File: src/rtl/async_fifo_pkg.sv
// rtl/async_fifo_pkg.sv - shared constants and pointer helpers for the async FIFO
// Purpose: default address width, pointer width, Gray encode and full-compare mask.
// Ports: none (package).
package async_fifo_pkg;

  localparam int ADDR_DEFAULT = 3;
  localparam int PTR_DEFAULT  = ADDR_DEFAULT + 1;

  // Binary to Gray; callers cast the result down to their pointer width.
  function automatic logic [31:0] bin2gray(input logic [31:0] b);
    return b ^ (b >> 1);
  endfunction

  // Mask that flips the top two bits of a ptr-bit Gray pointer. A Gray write
  // pointer exactly one depth ahead of the read pointer differs from it in
  // precisely those two bits.
  function automatic logic [31:0] full_mask(input int ptr);
    logic [31:0] m;
    m = '0;
    m[ptr-1] = 1'b1;
    m[ptr-2] = 1'b1;
    return m;
  endfunction

endpackage

File: src/rtl/gray_to_binary.sv
// rtl/gray_to_binary.sv - combinational Gray to binary converter
// Purpose: each binary bit is the XOR of all Gray bits at or above it.
// Ports: gray (input), bin (output), both PTR bits.
module gray_to_binary #(
  parameter int PTR = 4
) (
  input  logic [PTR-1:0] gray,
  output logic [PTR-1:0] bin
);

  always_comb begin
    bin = '0;
    for (int i = 0; i < PTR; i++) begin
      bin[i] = ^(gray >> i);
    end
  end

endmodule

File: src/rtl/sync_2ff.sv
// rtl/sync_2ff.sv - parameterised two-flop synchroniser
// Purpose: bring a Gray-coded bus from another clock domain into clk.
// Ports: clk, rst (async active-high), d (async input), q (synchronised output).
module sync_2ff #(
  parameter int W = 4
) (
  input  logic         clk,
  input  logic         rst,
  input  logic [W-1:0] d,
  output logic [W-1:0] q
);

  logic [W-1:0] q1;

  always_ff @(posedge clk or posedge rst) begin
    if (rst) begin
      q1 <= '0;
      q  <= '0;
    end else begin
      q1 <= d;
      q  <= q1;
    end
  end

endmodule

File: src/rtl/async_fifo_wptr_full.sv
// rtl/async_fifo_wptr_full.sv - write-domain pointer, full flag and fill count
// Purpose: owns the binary write pointer, exports its Gray copy, synchronises
//   the read Gray pointer and derives full, occupancy and overflow.
// Ports: clk, rst (async active-high), wr_en, rptr_gray_async (in);
//   wr_addr, wr_inc, wptr_gray, full, wr_count, overflow (out);
//   almost_full (out) exists only when ALMOST_FULL_EN is defined.
module async_fifo_wptr_full
  import async_fifo_pkg::*;
#(
  parameter int ADDR     = ADDR_DEFAULT,
  parameter int AF_LEVEL = 6
) (
  input  logic            clk,
  input  logic            rst,
  input  logic            wr_en,
  input  logic [ADDR:0]   rptr_gray_async,
  output logic [ADDR-1:0] wr_addr,
  output logic            wr_inc,
  output logic [ADDR:0]   wptr_gray,
  output logic            full,
  output logic [ADDR:0]   wr_count,
  output logic            overflow
`ifdef ALMOST_FULL_EN
  ,
  output logic            almost_full
`endif
);

  localparam int PTR = ADDR + 1;

  logic [PTR-1:0] wbin;
  logic [PTR-1:0] wbin_next;
  logic [PTR-1:0] wgray_next;
  logic [PTR-1:0] rq2;
  logic [PTR-1:0] rbin_s;
  logic [PTR-1:0] full_target;
  logic [PTR-1:0] fill_next;

  sync_2ff #(.W(PTR)) u_rptr_sync (
    .clk (clk),
    .rst (rst),
    .d   (rptr_gray_async),
    .q   (rq2)
  );

  gray_to_binary #(.PTR(PTR)) u_rptr_g2b (
    .gray (rq2),
    .bin  (rbin_s)
  );

  always_comb begin
    wr_inc      = wr_en & ~full;
    wbin_next   = wbin + PTR'(wr_inc);
    wgray_next  = PTR'(bin2gray(32'(wbin_next)));
    full_target = rq2 ^ PTR'(full_mask(PTR));
    // Uses the synchronised (stale) read pointer, so the count can only
    // overstate occupancy, never understate it.
    fill_next   = wbin_next - rbin_s;
  end

  assign wr_addr = wbin[ADDR-1:0];

  always_ff @(posedge clk or posedge rst) begin
    if (rst) begin
      wbin      <= '0;
      wptr_gray <= '0;
      full      <= 1'b0;
      wr_count  <= '0;
      overflow  <= 1'b0;
    end else begin
      wbin      <= wbin_next;
      wptr_gray <= wgray_next;
      // Compared against the next pointer so full rises on the edge that
      // accepts the last free slot.
      full      <= (wgray_next == full_target);
      wr_count  <= fill_next;
      overflow  <= wr_en & full;
    end
  end

`ifdef ALMOST_FULL_EN
  localparam logic [PTR-1:0] AF_THR = PTR'(AF_LEVEL);

  always_ff @(posedge clk or posedge rst) begin
    if (rst) begin
      almost_full <= 1'b0;
    end else begin
      almost_full <= (fill_next >= AF_THR);
    end
  end
`endif

endmodule

File: config.mk
export PLATFORM = sky130hd
export DESIGN_NAME = async_fifo_wptr_full
export DESIGN_NICKNAME = d
export VERILOG_FILES = /design/src/rtl/async_fifo_pkg.sv /design/src/rtl/gray_to_binary.sv /design/src/rtl/sync_2ff.sv /design/src/rtl/async_fifo_wptr_full.sv
export SDC_FILE = /design/constraint.sdc
export NUM_CORES = 1
export LEC_CHECK = 0
export ABC_AREA = 1
export CORE_MARGIN = 5
export CORE_UTILIZATION = 51
export CTS_CLUSTER_DIAMETER = 80
export DETAILED_ROUTE_END_ITERATION = 8
export GPL_ROUTABILITY_DRIVEN = 0
export PLACE_DENSITY_LB_ADDON = 0.05
export SYNTH_ARGS = -nofsm -noshare
export SYNTH_HDL_FRONTEND = slang
export SYNTH_SLANG_ARGS = --single-unit
export TNS_END_PERCENT = 20
File: constraint.sdc
create_clock -name clk -period 3.1 [get_ports clk]
set_clock_uncertainty 0.1 [all_clocks]
set_input_delay 0.465 -clock clk [delete_from_list [all_inputs] [get_ports clk]]
set_output_delay 0.465 -clock clk [all_outputs]
set_load 0.01 [all_outputs]
==> metrics, run 1 <==
die width=52.7 um; DRT iter0 DRCs=4; Final period util=74.3%; die area=2780 um2; initial antenna violation count=0; Core ar.=1730 um2; WL final=1510 um; Tot GR Track Use=14.0%; number of port buffers=20; Diodes inserted=0; final design area excluding fillers=1190 um2; final count of negative-setup-slack endpoints=0; Initial Utilization=between 50% and 60%; Place WS=between 0.4 and 0.5 ns; vias in the first global route=669; WS Path Type=primary input to flip-flop; Max Clk Rate=0.434 GHz; Cells after Synth=94; Hold Slack=0.259 ns; TritonCTS clock tree=yes; final hold vios=0; H-tree depth=1; CTS Buf Count=3; Worst setup EP type=flip-flop; Area Growth Syn to Fin=27.7%; clock transition at the registers of the reported paths=0.10 ns; Synthesis Warnings=0; leading cell type in the layout, fill and taps excluded=nand2_1; DRC viols=0; Yosys cell types=13; most frequent cells in the layout=nand2_1, dfrtp_1, clkdlybuf4s50_1, inv_1, nand2_2; top cells by area, synth=dfrtp_1, nand2_1, inv_1; Critical Path RT=3.24 ns; Final Slew Violations=0; first-pass GRT wire length=2820 um; Top Ports=21; Syn Nets=about 110; arrival time worst endpoint=2.44 ns; Cell Pwr Density=946 nW/um2; RSZ-0062 raised after global routing=no; Resize count post-CTS=0; post-DR vias/cell=4.52; Worst-Margin Slew=roughly 0.75 ns; Hold WC Path Type=flip-flop to flip-flop; Synth top area share=56.5%; maximum clock path buffer count=2; Setup Buffers After CTS=0; leakage power=0.000619 uW; Mapped Avg Cell Area=9.90 um2; post-cts hold buffer count=0; number of iterations in the first detailed-routing pass=4; Tmin final=2.30 ns; CTS Sinks=21; flops & latches, synth=21; final net count=130; crit path setup slack, layout=about 0.80 ns; Routed Antenna Nets=0; peak fanout along the critical path=7; register area share after synthesis=56.5%; grt ovf=0; Max IR drop VDD=about 0.48 mV; Routed WL per cell=10.5 um; leading area contributor after synthesis=dfrtp_1; largest net degree at the start of global routing=22; worst skew pair latency=0.30 ns; setup TNS=0 ns; dpl cell area=1160 um2; max_slew headroom=49.9%; via count=647; Tot Pwr=1120 uW; startpoint types=primary input; Post-Syn Area=a little over 900 um2; Clock Tree Root=clkbuf_4; Max Cap Viol=0; Die H=52.7 um; row count=15; post-DP HPWL=1240 um; outcome=completed; share of layout cells above drive strength 1=approximately 13%
==> report_power, final <==
group | internal (uW) | leakage [uW] | switching [uW] | total, uW
Combinational | 282 | 0.000352 | 316 | 598
Sequential | 361 | 0.000252 | 40.0 | 401
Clock | 50.2 | 0.0000150 | 75.2 | 125
==> layout make-up <==
cell class | instances | area, um2
tap | 25 | 31.3
inverter | 17 | 63.8
multi-input combinational | 56 | 342
fill | 147 | 538
timing repair buffer | 20 | 200
sequential | 21 | 526
clock buffer | 4 | 26.3
==> stage by stage <==
step           utilization (%)  instances
2_1_floorplan                -         94
3_3_place_gp              67.3        139
3_5_place_dp              67.3        139
4_1_cts                   68.8        143
5_1_grt                   68.8        143
6_report                  68.8        143
==> flip-flops by register name, summed over array words and instances (netlist names) <==
name,count
u_rptr_sync.q1,4
wptr_gray,3
wr_count,4
wbin,4
u_rptr_sync.q,4
full,1
overflow,1
==> synthesized netlist by cell type <==
master,n
nand3_1,6
dfrtp_1,21
nand2_2,7
nor2_1,3
a21oi_1,1
ha_1,4
nand3_2,2
xor2_1,6
inv_2,1
nand4_1,1
xor2_2,2
inv_1,16
nand2_1,24
==> metal layers <==
| layer | up-vias | GRT usage [%] | wire (um) |
|---|---|---|---|
| met5 | - | 0 | 0 |
| met4 | 0 | 6.38 | 38 |
| met3 | 5 | 3.13 | 108 |
| met2 | 18 | 24.4 | 761 |
| met1 | 294 | 16.2 | 598 |
| li1 | 330 | - | - |
==> worst max-delay path: stages <==
cell and delay [ns]:
clkdlybuf4s50_1 0.47, inv_1 0.04, nor2_1 0.12, ha_1 0.20
ha_1 0.34, inv_1 0.12, nand3_1 0.10, nand2_1 0.08
inv_1 0.04, ha_1 0.18, a21oi_1 0.14, xor2_1 0.15
==> kinds of logic after synthesis <==
logic type	Yosys count	synth area share, %
adders and majority gates	4	5.38
and+or+nand+nor	43	21.6
buffers and inverters	17	6.85
DFF	21	56.5
xor gates and xnor gates	8	9.14
AOI/OAI and AO/OA	1	0.537
==> worst paths after layout <==
kind | end | slack, ns | depth (start not counted) | from
max in group asynchronous | wbin[1] | 1.95 | 2 | rst
hold / removal | u_rptr_sync.q[3] | 0.26 | 0 | u_rptr_sync.q1[3]
setup reg to reg | wr_count[2] | 1.04 | 10 | full
min in group asynchronous | wr_count[1] | 0.48 | 2 | rst
setup / recovery | wr_count[2] | 0.80 | 12 | wr_en
hold reg to reg | u_rptr_sync.q[3] | 0.26 | 0 | u_rptr_sync.q1[3]
Note: power is estimated with default switching activity, not from simulation.
==> run 2, diff against run 1 <==
- CORE_ASPECT_RATIO: default -> 1.5
- CORE_UTILIZATION: 51 -> 43
- clock period: 3.1 -> 1.85 ns (I/O delays scaled with it)
==> metrics, run 2 (synthesized netlist as in run 1, its figures left out) <==
Worst-Margin Slew=0.263 ns (was 0.751 ns); met2 WL post-DR=983 um (was 761 um); Core ar.=2050 um2 (was 1730 um2); fill count=167 (was 147); row count=20 (was 15); Clock Tree Root=clkbuf_4 (unchanged); r2r worst-path depth=10 (unchanged); crit path setup slack, layout=0.0525 ns (was 0.796 ns); via count=716 (was 647); highest routed layer=met4 (unchanged); sequential share of power=30.6% (was 35.7%); dpl cell area=1270 um2 (was 1160 um2); worst r2r src=u_rptr_sync.q[2] (was full); final count of negative-setup-slack endpoints=0 (unchanged); CTS Sinks=21 (unchanged); Routed WL per cell=12.0 um (was 10.5 um); Max Clk Rate=0.556 GHz; post-cts hold buffer count=0 (unchanged); post-DP HPWL=1380 um (was 1240 um); DRT iter0 DRCs=14 (was 4); number of iterations in the first detailed-routing pass=4 (unchanged); Hold WC Path Type=primary input to flip-flop (was flip-flop to flip-flop); leading cell type in the layout, fill and taps excluded=nand2_1 (unchanged); RSZ-0062 raised after global routing=yes (was no); first-pass GRT wire length=3220 um (was 2820 um); arrival time worst endpoint=1.93 ns (was 2.44 ns); Top Ports=21 (unchanged); leakage power=0.000692 uW (was 0.000619 uW); Clk network pwr share=9.5% (was 11.2%); Psw=857 uW (was 431 uW); startpoint types=flip-flop (was primary input); Tot GR Track Use=14.2% (was 14.0%); final design area excluding fillers=1360 um2 (was 1190 um2); largest net degree at the start of global routing=22 (unchanged); WS Path Type=flip-flop to flip-flop (was primary input to flip-flop); TritonCTS clock tree=yes (unchanged); CTS Buf Count=3 (unchanged); Switching Share=38.2% (was 38.3%); Place WS=-0.396 ns (was 0.458 ns); Int Power=1390 uW (was 693 uW); Reg area=527 um2 (was 526 um2); Tmin final=1.80 ns; Final period util=97.2%; Layout Utilization=66.2% (was 68.8%); Comb pwr share=59.9% (was 53.2%); initial antenna violation count=0 (unchanged); Worst setup EP type=flip-flop (unchanged); Initial Utilization=45.4% (was 53.9%); Final Slew Violations=0 (unchanged); outcome=completed (unchanged); peak fanout along the critical path=4 (was 7); Area Growth Syn to Fin=45.8% (was 27.7%); crit path capture=wr_count[2] (unchanged); area used by multi-input combinational logic=414 um2 (was 342 um2); Die H=67.0 um (was 52.7 um); die area=3210 um2 (was 2780 um2); post-DR vias/cell=4.68 (was 4.52); worst reg2reg setup slack=0.05 ns (was 1.04 ns); Routed Antenna Nets=0 (unchanged); final net count=143 (was 130); Met1 Routed Length=729 um (was 598 um); reg2reg end=wr_count[2] (unchanged); grt ovf=0 (unchanged); beginning of the critical path=u_rptr_sync.q[2] (was wr_en); H-tree depth=1 (unchanged); Critical Path RT=1.98 ns (was 3.24 ns); Diodes inserted=0 (unchanged); Max Cap Viol=0 (unchanged); clock transition at the registers of the reported paths=0.10 ns (about the same); vias in the first global route=774 (was 669); die width=48.0 um (was 52.7 um); Met3 Wirelength=87 um (was 108 um); maximum clock path buffer count=2 (unchanged); DRC viols=0 (unchanged); most frequent cells in the layout=nand2_1, dfrtp_1, clkdlybuf4s50_1, buf_4, inv_1 (was nand2_1, dfrtp_1, clkdlybuf4s50_1, inv_1, nand2_2); worst skew pair latency=0.30 ns (about the same); number of port buffers=20 (unchanged); WL final=1840 um (was 1510 um); Cell Pwr Density=1650 nW/um2 (was 946 nW/um2); max_slew headroom=82.4% (was 49.9%); final hold vios=0 (unchanged); HP Start=wr_en (was u_rptr_sync.q1[3]); share of layout cells above drive strength 1=32.1% (was 12.7%); Max IR drop VDD=0.830 mV (was 0.484 mV)
-- run 2: cell types whose count changed in the layout (fill, tap and decap cells not counted), moves of 3 or more --
cell,delta
buf_4,+13
ha_4,+3
ha_1,-4
inv_1,-4
inv_2,+4
-- run 2: area by class of cell --
class / count / area share (%)
Sequential cell: 21 / 38.8
Tap cell: 22 / 2.03
Timing Repair Buffer: 33 / 22.0
Inverter: 17 / 4.70
Clock buffer: 4 / 1.94
Multi-Input combinational cell: 56 / 30.5
-- run 2: metal layers --
layer,track usage [%],up-vias
met1,15.7,340
met5,0,-
met2,24.7,18
met4,7.74,0
met3,1.89,4
li1,-,354
-- run 2: power by group through the flow --
stage,clock network [uW],registers [uW],logic (uW)
2_1_floorplan,0,757,625
4_1_cts,223,689,1240
3_3_place_gp,0,693,1220
6_report,214,687,1340
5_1_grt,253,707,1520
3_5_place_dp,0,697,1240
-- run 2: repair_timing --
action,4_1_cts,5_1_grt
setup endpoints to repair,3,4
resized for setup,1,13
buffers inserted,0,3
pin swaps,1,6
-- run 2: how the worst min path moves through the flow --
stage                              to  slack, ns  cells after the start
floorplan                        full       0.15                      1
global placement     u_rptr_sync.q[3]       0.24                      0
detailed placement   u_rptr_sync.q[3]       0.24                      0
CTS                 u_rptr_sync.q1[3]       0.20                      3
global route                 overflow       0.13                      3
finish                       overflow       0.13                      3
-- run 2: per-stage QoR --
step                TNS [ns]  instances  total power (uW)  hold slack (ns)
floorplan                  0         94              1380            0.154
global placement       -1.36        146              1910            0.236
detailed placement     -1.55        146              1940            0.240
CTS                  -0.0468        150              2150            0.197
global route         -0.0489        153              2480            0.128
finish                     0        153              2240            0.128
-- run 2: critical path, cell delays in order, from the launching register on --
cell     delay [ns]
dfrtp_1        0.43
inv_2          0.08
nand2_2        0.07
nand3_2        0.10
nand2_2        0.10
xor2_1         0.16
ha_2           0.23
inv_2          0.05
ha_4           0.15
a21oi_2        0.10
xor2_1         0.15
==> run 3, diff against run 2 <==
- CORE_MARGIN: 5 -> default
- clock period: 1.85 -> 1.54 ns (I/O delays scaled with it)
==> metrics, run 3 (synthesized netlist as in run 1, its figures left out) <==
outcome=finished with violations (was completed); failing checks=negative setup slack; final net count=154 (was 143); initial antenna violation count=0 (unchanged); Final period util=115% (was 97.2%); via count=765 (was 716); Core ar.=2030 um2 (was 2050 um2); WL final=1860 um (was 1840 um); Die H=59.0 um (was 67.0 um); DRC viols=0 (unchanged); first-pass GRT wire length=2790 um (was 3220 um); Top Ports=21 (unchanged); WS Path Type=flip-flop to flip-flop (unchanged); row count=20 (unchanged); post-DP HPWL=1360 um (was 1380 um); Tot Pwr=2720 uW (was 2240 uW); Max IR drop VDD=1.06 mV (was 0.830 mV); H-tree depth=1 (unchanged); CTS Sinks=21 (unchanged); final design area excluding fillers=1450 um2 (was 1360 um2); maximum clock path buffer count=2 (unchanged); clock transition at the registers of the reported paths=0.12 ns (was 0.10 ns); post-DR vias/cell=4.66 (was 4.68); peak fanout along the critical path=4 (unchanged); fill count=137 (was 167); Place WS=-0.584 ns (was -0.396 ns); number of iterations in the first detailed-routing pass=4 (unchanged); DRT iter0 DRCs=10 (was 14); post-route insts no fill=164 (was 153); Worst setup EP type=flip-flop (unchanged); Inst Count DP=152 (was 146); Worst-Margin Slew=0.255 ns (was 0.263 ns); area used by multi-input combinational logic=410 um2 (was 414 um2); RSZ-0062 raised after global routing=yes (unchanged); share of layout cells above drive strength 1=41.5% (was 32.1%); largest net degree at the start of global routing=22 (unchanged); Max Cap Viol=0 (unchanged); most frequent cells in the layout=buf_4, dfrtp_1, nand2_1, nand2_2, inv_1 (was nand2_1, dfrtp_1, clkdlybuf4s50_1, buf_4, inv_1); max_slew headroom=83.0% (was 82.4%); worst reg2reg setup slack=-0.23 ns (was 0.05 ns); startpoint types=flip-flop (unchanged); die area=2360 um2 (was 3210 um2); vias in the first global route=723 (was 774); Critical Path RT=1.69 ns (was 1.98 ns); Tmin final=1.77 ns (was 1.80 ns); final count of negative-setup-slack endpoints=4 (was 0); leading cell type in the layout, fill and taps excluded=buf_4 (was nand2_1); post-cts hold buffer count=0 (unchanged); Reg area=526 um2 (was 527 um2); Area Growth Syn to Fin=55.4% (was 45.8%); CTS Buf Count=3 (unchanged); crit path setup slack, layout=-0.234 ns (was 0.0525 ns); Cell Pwr Density=1880 nW/um2 (was 1650 nW/um2); leakage power=0.000832 uW (was 0.000692 uW); arrival time worst endpoint=1.92 ns (was 1.93 ns); Tot GR Track Use=18.3% (was 14.2%); Hold WC Path Type=primary input to flip-flop (unchanged); number of port buffers=20 (unchanged); TritonCTS clock tree=yes (unchanged); Max Clk Rate=0.564 GHz (was 0.556 GHz); Layout Utilization=71.4% (was 66.2%); Diodes inserted=0 (unchanged); final hold vios=0 (unchanged); Routed Antenna Nets=0 (unchanged); Initial Utilization=45.9% (was 45.4%); worst skew pair latency=0.32 ns (was 0.30 ns); dpl cell area=1320 um2 (was 1270 um2); Final Slew Violations=0 (unchanged); grt ovf=0 (unchanged); Clock Tree Root=clkbuf_4 (unchanged); Routed WL per cell=11.3 um (was 12.0 um); die width=40.0 um (was 48.0 um)
run 3: cell types whose count changed in the layout (fill, tap and decap cells not counted), sizes merged, moves of 2 or more:
cell / before / now
buf: 13 / 26
clkdlybuf4s50: 18 / 6
dlygate4sd2: 1 / 3
dlymetal6s2s: 1 / 8
run 3: worst paths after layout:
kind,from,endpoint,depth (start not counted)
max in group asynchronous,rst,wbin[2],3
setup reg to reg,u_rptr_sync.q[2],wr_count[2],10
hold reg to reg,u_rptr_sync.q1[3],u_rptr_sync.q[3],0
setup / recovery,u_rptr_sync.q[2],wr_count[2],10
min in group asynchronous,rst,wr_count[0],3
hold / removal,wr_en,overflow,3
run 3: area by class of cell:
type,instances,share of cell area (%)
Clock buffer,3,1.56
Clock inverter,1,0.346
Inverter,17,4.41
Multi-Input combinational cell,56,28.4
Sequential cell,21,36.3
Tap cell,22,1.90
Timing Repair Buffer,44,27.1
run 3: layer usage:
metal  track usage [%]  vias up  part of all wire [%]
met1              18.1      368                    37
met3              3.38        5                   3.1
met4              11.8        0                   3.0
met2              32.3       18                    57
met5                 0        -                     0
li1                  -      374                     -
run 3: worst max-delay path, stage by stage, from the launching register on:
cell and delay (ns):
dfrtp_1 0.45, inv_2 0.08, nand2_2 0.07, nand3_2 0.07
nand2_2 0.10, xor2_1 0.15, ha_2 0.23, inv_2 0.05
ha_4 0.15, a21oi_2 0.11, xor2_1 0.14
run 3: timing repair:
action / 4_1_cts / 5_1_grt
setup buffers: 7 / 1
pin swaps: 8 / 6
resized for setup: 13 / 14
endpoints found under the setup margin: 11 / 14
run 3: metrics by stage:
| stage | TNS, ns | hold WS, ns |
|---|---|---|
| CTS | -0.716 | 0.138 |
| finish | -0.634 | 0.0442 |
| global route | -1.18 | 0.0483 |
| floorplan | -0.501 | 0.108 |
| detailed placement | -3.78 | 0.240 |
| global placement | -3.46 | 0.233 |
run 3: where the power goes:
group          leakage, uW  internal [uW]  total [uW]  switching (uW)
logic             0.000562            840        1630             788
clock network    0.0000177           97.5         273             175
registers         0.000252            726         815            88.6
total             0.000832           1660        2720            1050
==> variant 1: new RTL, config.mk and constraints of run 3 <==
`ADDR_DEFAULT`: 3 -> 6.
--- a/src/rtl/async_fifo_pkg.sv
+++ b/src/rtl/async_fifo_pkg.sv
@@ -3,7 +3,7 @@
 // Ports: none (package).
 package async_fifo_pkg;
 
-  localparam int ADDR_DEFAULT = 3;
+  localparam int ADDR_DEFAULT = 6;
   localparam int PTR_DEFAULT  = ADDR_DEFAULT + 1;
 
   // Binary to Gray; callers cast the result down to their pointer width.
Interface: changed (resized rptr_gray_async, wptr_gray, wr_addr and wr_count); port bits go from 21 to 33. The function was not compared with the original's and may differ.
==> variant 1 against run 3 <==
  * The run still ends with negative setup slack left
  * Final area up 110%
  * Routed wire length rose by 110%
  * Worst setup slack got worse by 0.37 ns
  * First-iteration DRC count grew to 5.6 times the old value
  * Worst hold slack improved by 0.14 ns
  * Sequential cell count increased by 15
  * Synthesized area increased by 100%
  * Total power grew 120%
==> variant 1: results (changes against run 3) <==
[run_status]
status = complete, but fails checks
failed_checks = negative setup slack

[route]
routedLengthMet1_mm = 1.63  ; +140%
viasPerCell = 4.66  ; -0.17%
dr.pass1.iters = 4  ; unchanged
drt_iter0_drc = 56  ; +46
highest_layer = met4
routed_wl_mm = 3.94  ; +110%
wl_met3_um = 126  ; +120%
wl_met2_mm = 2.11  ; +98%

[synthesis]
synth_seq_area_share = 0.478  ; -0.0867
synth.distinct_cells = 23  ; +10
async_reset_ff_frac = 1.00  ; unchanged
synthTopCellsByCount = nand2_1 (67), dfrtp_1 (36), inv_1 (28)
ys_warn_count = 0  ; unchanged
synth_area_leaders = dfrtp_1 (48%), nand2_1 (13%), nand3_1 (6.6%)
syn_nets = 239  ; +130%
synth_top_flop_cell = dfrtp_1

[clocking]
ctsLongestPathBuffers = 2  ; unchanged
clock_latency_ns = 0.29  ; -0.03 ns
root_buffer = clkbuf_8
path_clk_slew_ns = 0.07  ; -0.05 ns
h-tree-depth = 2  ; +1
cts_buffers = 5  ; +2

[worst_setup_path]
crit_arrival_ns = 2.23  ; +0.31 ns
rr_endpoint = wr_count[6]$_DFF_PP0_
slowest_delay_ns = 0.42  ; -0.03 ns
crit_fanout = 4  ; unchanged
r2r_start = u_rptr_sync.q[4]$_DFF_PP0_
slowest_stage = dfrtp_1
reg2regPathDepth = 17  ; +7

[power_and_ir_drop]
power_leakage_nw = 1.52  ; +83%
ir_worst_vdd_mv = 1.53  ; +45%

[timing]
finalHoldViolations = 0  ; unchanged
setup_viol = 14  ; +10
fin_tns_setup_ns = -4.96  ; -4.33 ns
worst_slew_pin_slew_ns = 0.248  ; -0.00679 ns
worst_slack_ns = -0.606  ; -0.372 ns

[global_routing]
grt_pass1_wl_mm = 6.70  ; +140%
antenna_found_initial = 0  ; unchanged
grt_pass1_vias = 1597  ; +120%
grt_max_degree = 37  ; +68%
grt_use_total = 0.184  ; +0.00115

[hold_path]
hold_path.class = in2async

[finish]
antennaDiodeCount = 0  ; unchanged
drive_gt1_frac = 0.444  ; +0.0290
nFillCells = 356  ; +160%
nets = 332  ; +120%

[placement]
placed_area_um2 = 2750  ; +110%
io_buffers = 32  ; +60%
dp_hpwl_mm = 2.93  ; +120%

variant 1: stage by stage:
step                      worst slack [ns]  hold WS [ns]  std cells  total power, mW
after floorplan                     -0.567         0.162        221             3.40
after global placement              -0.943         0.231        345             5.07
after detailed placement            -0.958         0.236        345             5.11
after CTS                           -0.630         0.195        359             5.82
after global routing                -0.737         0.219        361             6.53
final                               -0.606         0.183        361             6.03
variant 1: layout make-up:
cell class,count,area (µm²),area share
clock buffer,7,76.3,0.0254
clock inverter,1,8.76,0.00292
inverter,34,130,0.0434
multi-input combinational,149,1080,0.359
sequential,36,905,0.302
tap,46,57.6,0.0192
timing repair buffer,88,746,0.249
variant 1: per-layer routing:
| layer | track usage | up-vias |
|---|---|---|
| met1 | 0.220 | 778 |
| li1 | - | 865 |
| met2 | 0.324 | 33 |
| met3 | 0.0374 | 5 |
| met4 | 0.0665 | 0 |
| met5 | 0 | - |
variant 1: cell families after synthesis:
family | Yosys count | synth area share
buffers and inverters | 36 | 0.0730
AO/OA/AOI/OAI | 4 | 0.0113
adder cells (fa/ha/maj) | 8 | 0.0571
flip-flops | 36 | 0.478
AND/OR/NAND/NOR | 123 | 0.312
XOR/XNOR | 14 | 0.0690
variant 1: timing repair:
action | CTS | global route
buffers inserted | 6 | 2
resized for setup | 21 | 28
pin swaps | 11 | 9
hold buffers | 0 | 0
setup endpoints to repair | 24 | 17
variant 1: how the worst max path moves through the flow:
stage	slack [ns]	endpoint	from
2_1_floorplan	-0.57	wr_count[5]$_DFF_PP0_	full$_DFF_PP0_
3_3_place_gp	-0.94	wr_count[6]$_DFF_PP0_	wr_en
3_5_place_dp	-0.96	wr_count[6]$_DFF_PP0_	wr_en
4_1_cts	-0.63	wr_count[6]$_DFF_PP0_	u_rptr_sync.q[4]$_DFF_PP0_
5_1_grt	-0.74	wr_count[6]$_DFF_PP0_	u_rptr_sync.q[4]$_DFF_PP0_
6_report	-0.61	wr_count[6]$_DFF_PP0_	u_rptr_sync.q[4]$_DFF_PP0_
variant 1: power breakdown:
part           switching [mW]  internal [mW]  leakage [nW]  total, mW
Sequential              0.192           1.26         0.424       1.45
Clock                   0.323          0.323        0.0424      0.646
Combinational            1.88           2.06          1.06       3.93
Total                    2.39           3.64          1.52       6.03
variant 1: worst max-delay path: cells and delay by family, from the launching register on:
kind,cells,cell delay [ns]
buf+inv,4,0.28
flops,1,0.42
simple gates,10,0.61
fa+ha+maj,2,0.50
xor+xnor,1,0.14
==> variant 2: new RTL, config.mk and constraints of run 3 <==
Without the edit above. Register the output `wr_count` once more; this adds one clock of latency there. The other outputs are not delayed to match.
--- a/src/rtl/async_fifo_wptr_full.sv
+++ b/src/rtl/async_fifo_wptr_full.sv
@@ -27,6 +27,8 @@
 );
 
   localparam int PTR = ADDR + 1;
+
+  logic [ADDR:0] wr_count_s0;
 
   logic [PTR-1:0] wbin;
   logic [PTR-1:0] wbin_next;
@@ -65,7 +67,7 @@
       wbin      <= '0;
       wptr_gray <= '0;
       full      <= 1'b0;
-      wr_count  <= '0;
+      wr_count_s0 <= '0;
       overflow  <= 1'b0;
     end else begin
       wbin      <= wbin_next;
@@ -73,7 +75,7 @@
       // Compared against the next pointer so full rises on the edge that
       // accepts the last free slot.
       full      <= (wgray_next == full_target);
-      wr_count  <= fill_next;
+      wr_count_s0 <= fill_next;
       overflow  <= wr_en & full;
     end
   end
@@ -90,5 +92,9 @@
   end
 `endif
 
+  always_ff @(posedge clk) begin
+    wr_count <= wr_count_s0;
+  end
+
 endmodule
 
Formal check against the unedited RTL: not equivalent (Yosys sat finds a counterexample within 4 cycles, from zero or initial values and one cycle with rst high).
==> variant 2 against run 3 <==
  * Sequential cell count grew 4
  * Die area grew 8.2%
  * Final area grew 11%
  * Global-route usage shrank 1.0 points
  * Worst setup slack lost 0.020 ns
  * Routed wire length grew 15%
  * The run still ends with negative setup slack left
  * Total power grew 18%
  * Sequential share of layout area grew 1.4 points
  * Utilization grew 0.74 points
  * Clock power grew 7%
  * Synthesized area grew 8.6%
==> variant 2: results (changes against run 3) <==
[timing]
fin_tns_setup_ns = -0.818  ; -0.183 ns
slew_headroom = 0.824  ; -0.00614
worst_slack_ns = -0.254  ; -0.0197 ns
setup_viol = 5  ; +1

[placement]
dpl.cell_count = 156  ; +2.6%
dp_hpwl_mm = 1.37  ; +0.89%
place_worst_setup_slack_ns = -0.604  ; -0.0196 ns

[finish]
nFillCells = 165  ; +20%
drive_gt1_frac = 0.429  ; +0.0131
fin_cells = 170  ; +3.7%

[synthesis]
syn_avg_cell_area_um2 = 10.3  ; +4.2%
syn_nets = 109  ; +3.8%
synth_top_flop_cell = dfrtp_1
synth_seq_area_share = 0.599  ; +0.0345
async_reset_ff_frac = 0.840  ; -0.160
synth_area_leaders = dfrtp_1 (52%), nand2_1 (8.9%), dfxtp_1 (7.9%)
synth.distinct_cells = 14  ; +1

[hold_path]
hold_path.class = in2async

[run_status]
failed_checks = negative setup slack
status = complete, but fails checks

[route]
dr.pass1.iters = 6  ; +2
routed_wl_mm = 2.14  ; +15%
vias = 810  ; +5.9%

[power_and_ir_drop]
ir_worst_vdd_mv = 1.29  ; +22%
power_leakage_nw = 0.852  ; +2.5%
p_int_mw = 1.99  ; +20%

[clocking]
clkSinkCount = 25  ; +19%

[global_routing]
grt_pass1_wl_mm = 3.31  ; +19%
grt_use_total = 0.173  ; -0.0101
grt_pass1_vias = 791  ; +9.4%

[worst_setup_path]
critical_path.startpoint_type = flip-flop

[variant 2: changes by cell type after synthesis]
cell,before,now
dfxtp_1,0,4
[variant 2: cell type report]
cell class	count	area [µm²]	share of cell area
tap	23	28.8	0.0179
sequential	25	607	0.377
clock buffer	4	26.3	0.0163
multi-input combinational	56	484	0.301
timing repair buffer	45	398	0.247
inverter	17	66.3	0.0412
[variant 2: timing repair]
| item | 4_1_cts | 5_1_grt |
|---|---|---|
| endpoints found under the setup margin | 11 | 13 |
| pin swaps | 14 | 12 |
| resized for setup | 19 | 23 |
| buffers inserted | 8 | 2 |
[variant 2: path summary, 6_finish.rpt]
path | endpoint | slack, ns | cells after the start
hold reg to reg | wr_count[3]$_DFF_P_ | 0.26 | 0
max in group asynchronous | u_rptr_sync.q[3]$_DFF_PP0_ | 1.00 | 3
min in group clk | overflow$_DFF_PP0_ | 0.19 | 3
hold / removal | u_rptr_sync.q1[1]$_DFF_PP0_ | 0.11 | 3
setup / recovery | wr_count_s0[2]$_DFF_PP0_ | -0.25 | 11
setup reg to reg | wr_count_s0[2]$_DFF_PP0_ | -0.25 | 11
[variant 2: cells by family after synthesis]
| family | after synthesis | synth area share |
|---|---|---|
| and+or+nand+nor | 43 | 0.199 |
| DFF | 25 | 0.599 |
| buffers and inverters | 17 | 0.0631 |
| xor gates and xnor gates | 8 | 0.0842 |
| adders and majority gates | 4 | 0.0495 |
| AOI/OAI and AO/OA | 1 | 0.00495 |
[variant 2: per-stage QoR]
stage	util	instance area, µm²	total power, mW	hold WS, ns
after detailed placement	0.625	1400	2.58	0.228
after floorplan	-	1050	1.84	0.108
final	0.721	1610	3.20	0.112
after global routing	0.721	1610	3.44	0.165
after CTS	0.672	1500	2.95	0.132
after global placement	0.625	1400	2.53	0.227
[variant 2: critical path, stage by stage, from the launching register on]
cell,delay (ns)
dfrtp_1,0.45
nand2_1,0.16
nand3_4,0.10
nand2_4,0.08
buf_4,0.10
buf_4,0.13
nand2_4,0.05
nand2_1,0.08
inv_2,0.05
ha_4,0.15
a21oi_2,0.11
xor2_1,0.15
[variant 2: routing by layer]
metal	up-vias	GRT usage	wire, µm
met4	0	0.0691	37
met2	23	0.346	1310
met5	-	0	0
met1	388	0.185	714
met3	4	0.0205	70
li1	395	-	-
[variant 2: power by group through the flow]
stage	Combinational [mW]	Sequential, mW	Clock [mW]
5_1_grt	2.11	1.01	0.322
2_1_floorplan	0.768	1.08	0
3_3_place_gp	1.54	0.992	0
6_report	1.92	0.987	0.292
4_1_cts	1.67	0.986	0.295
3_5_place_dp	1.58	0.999	0
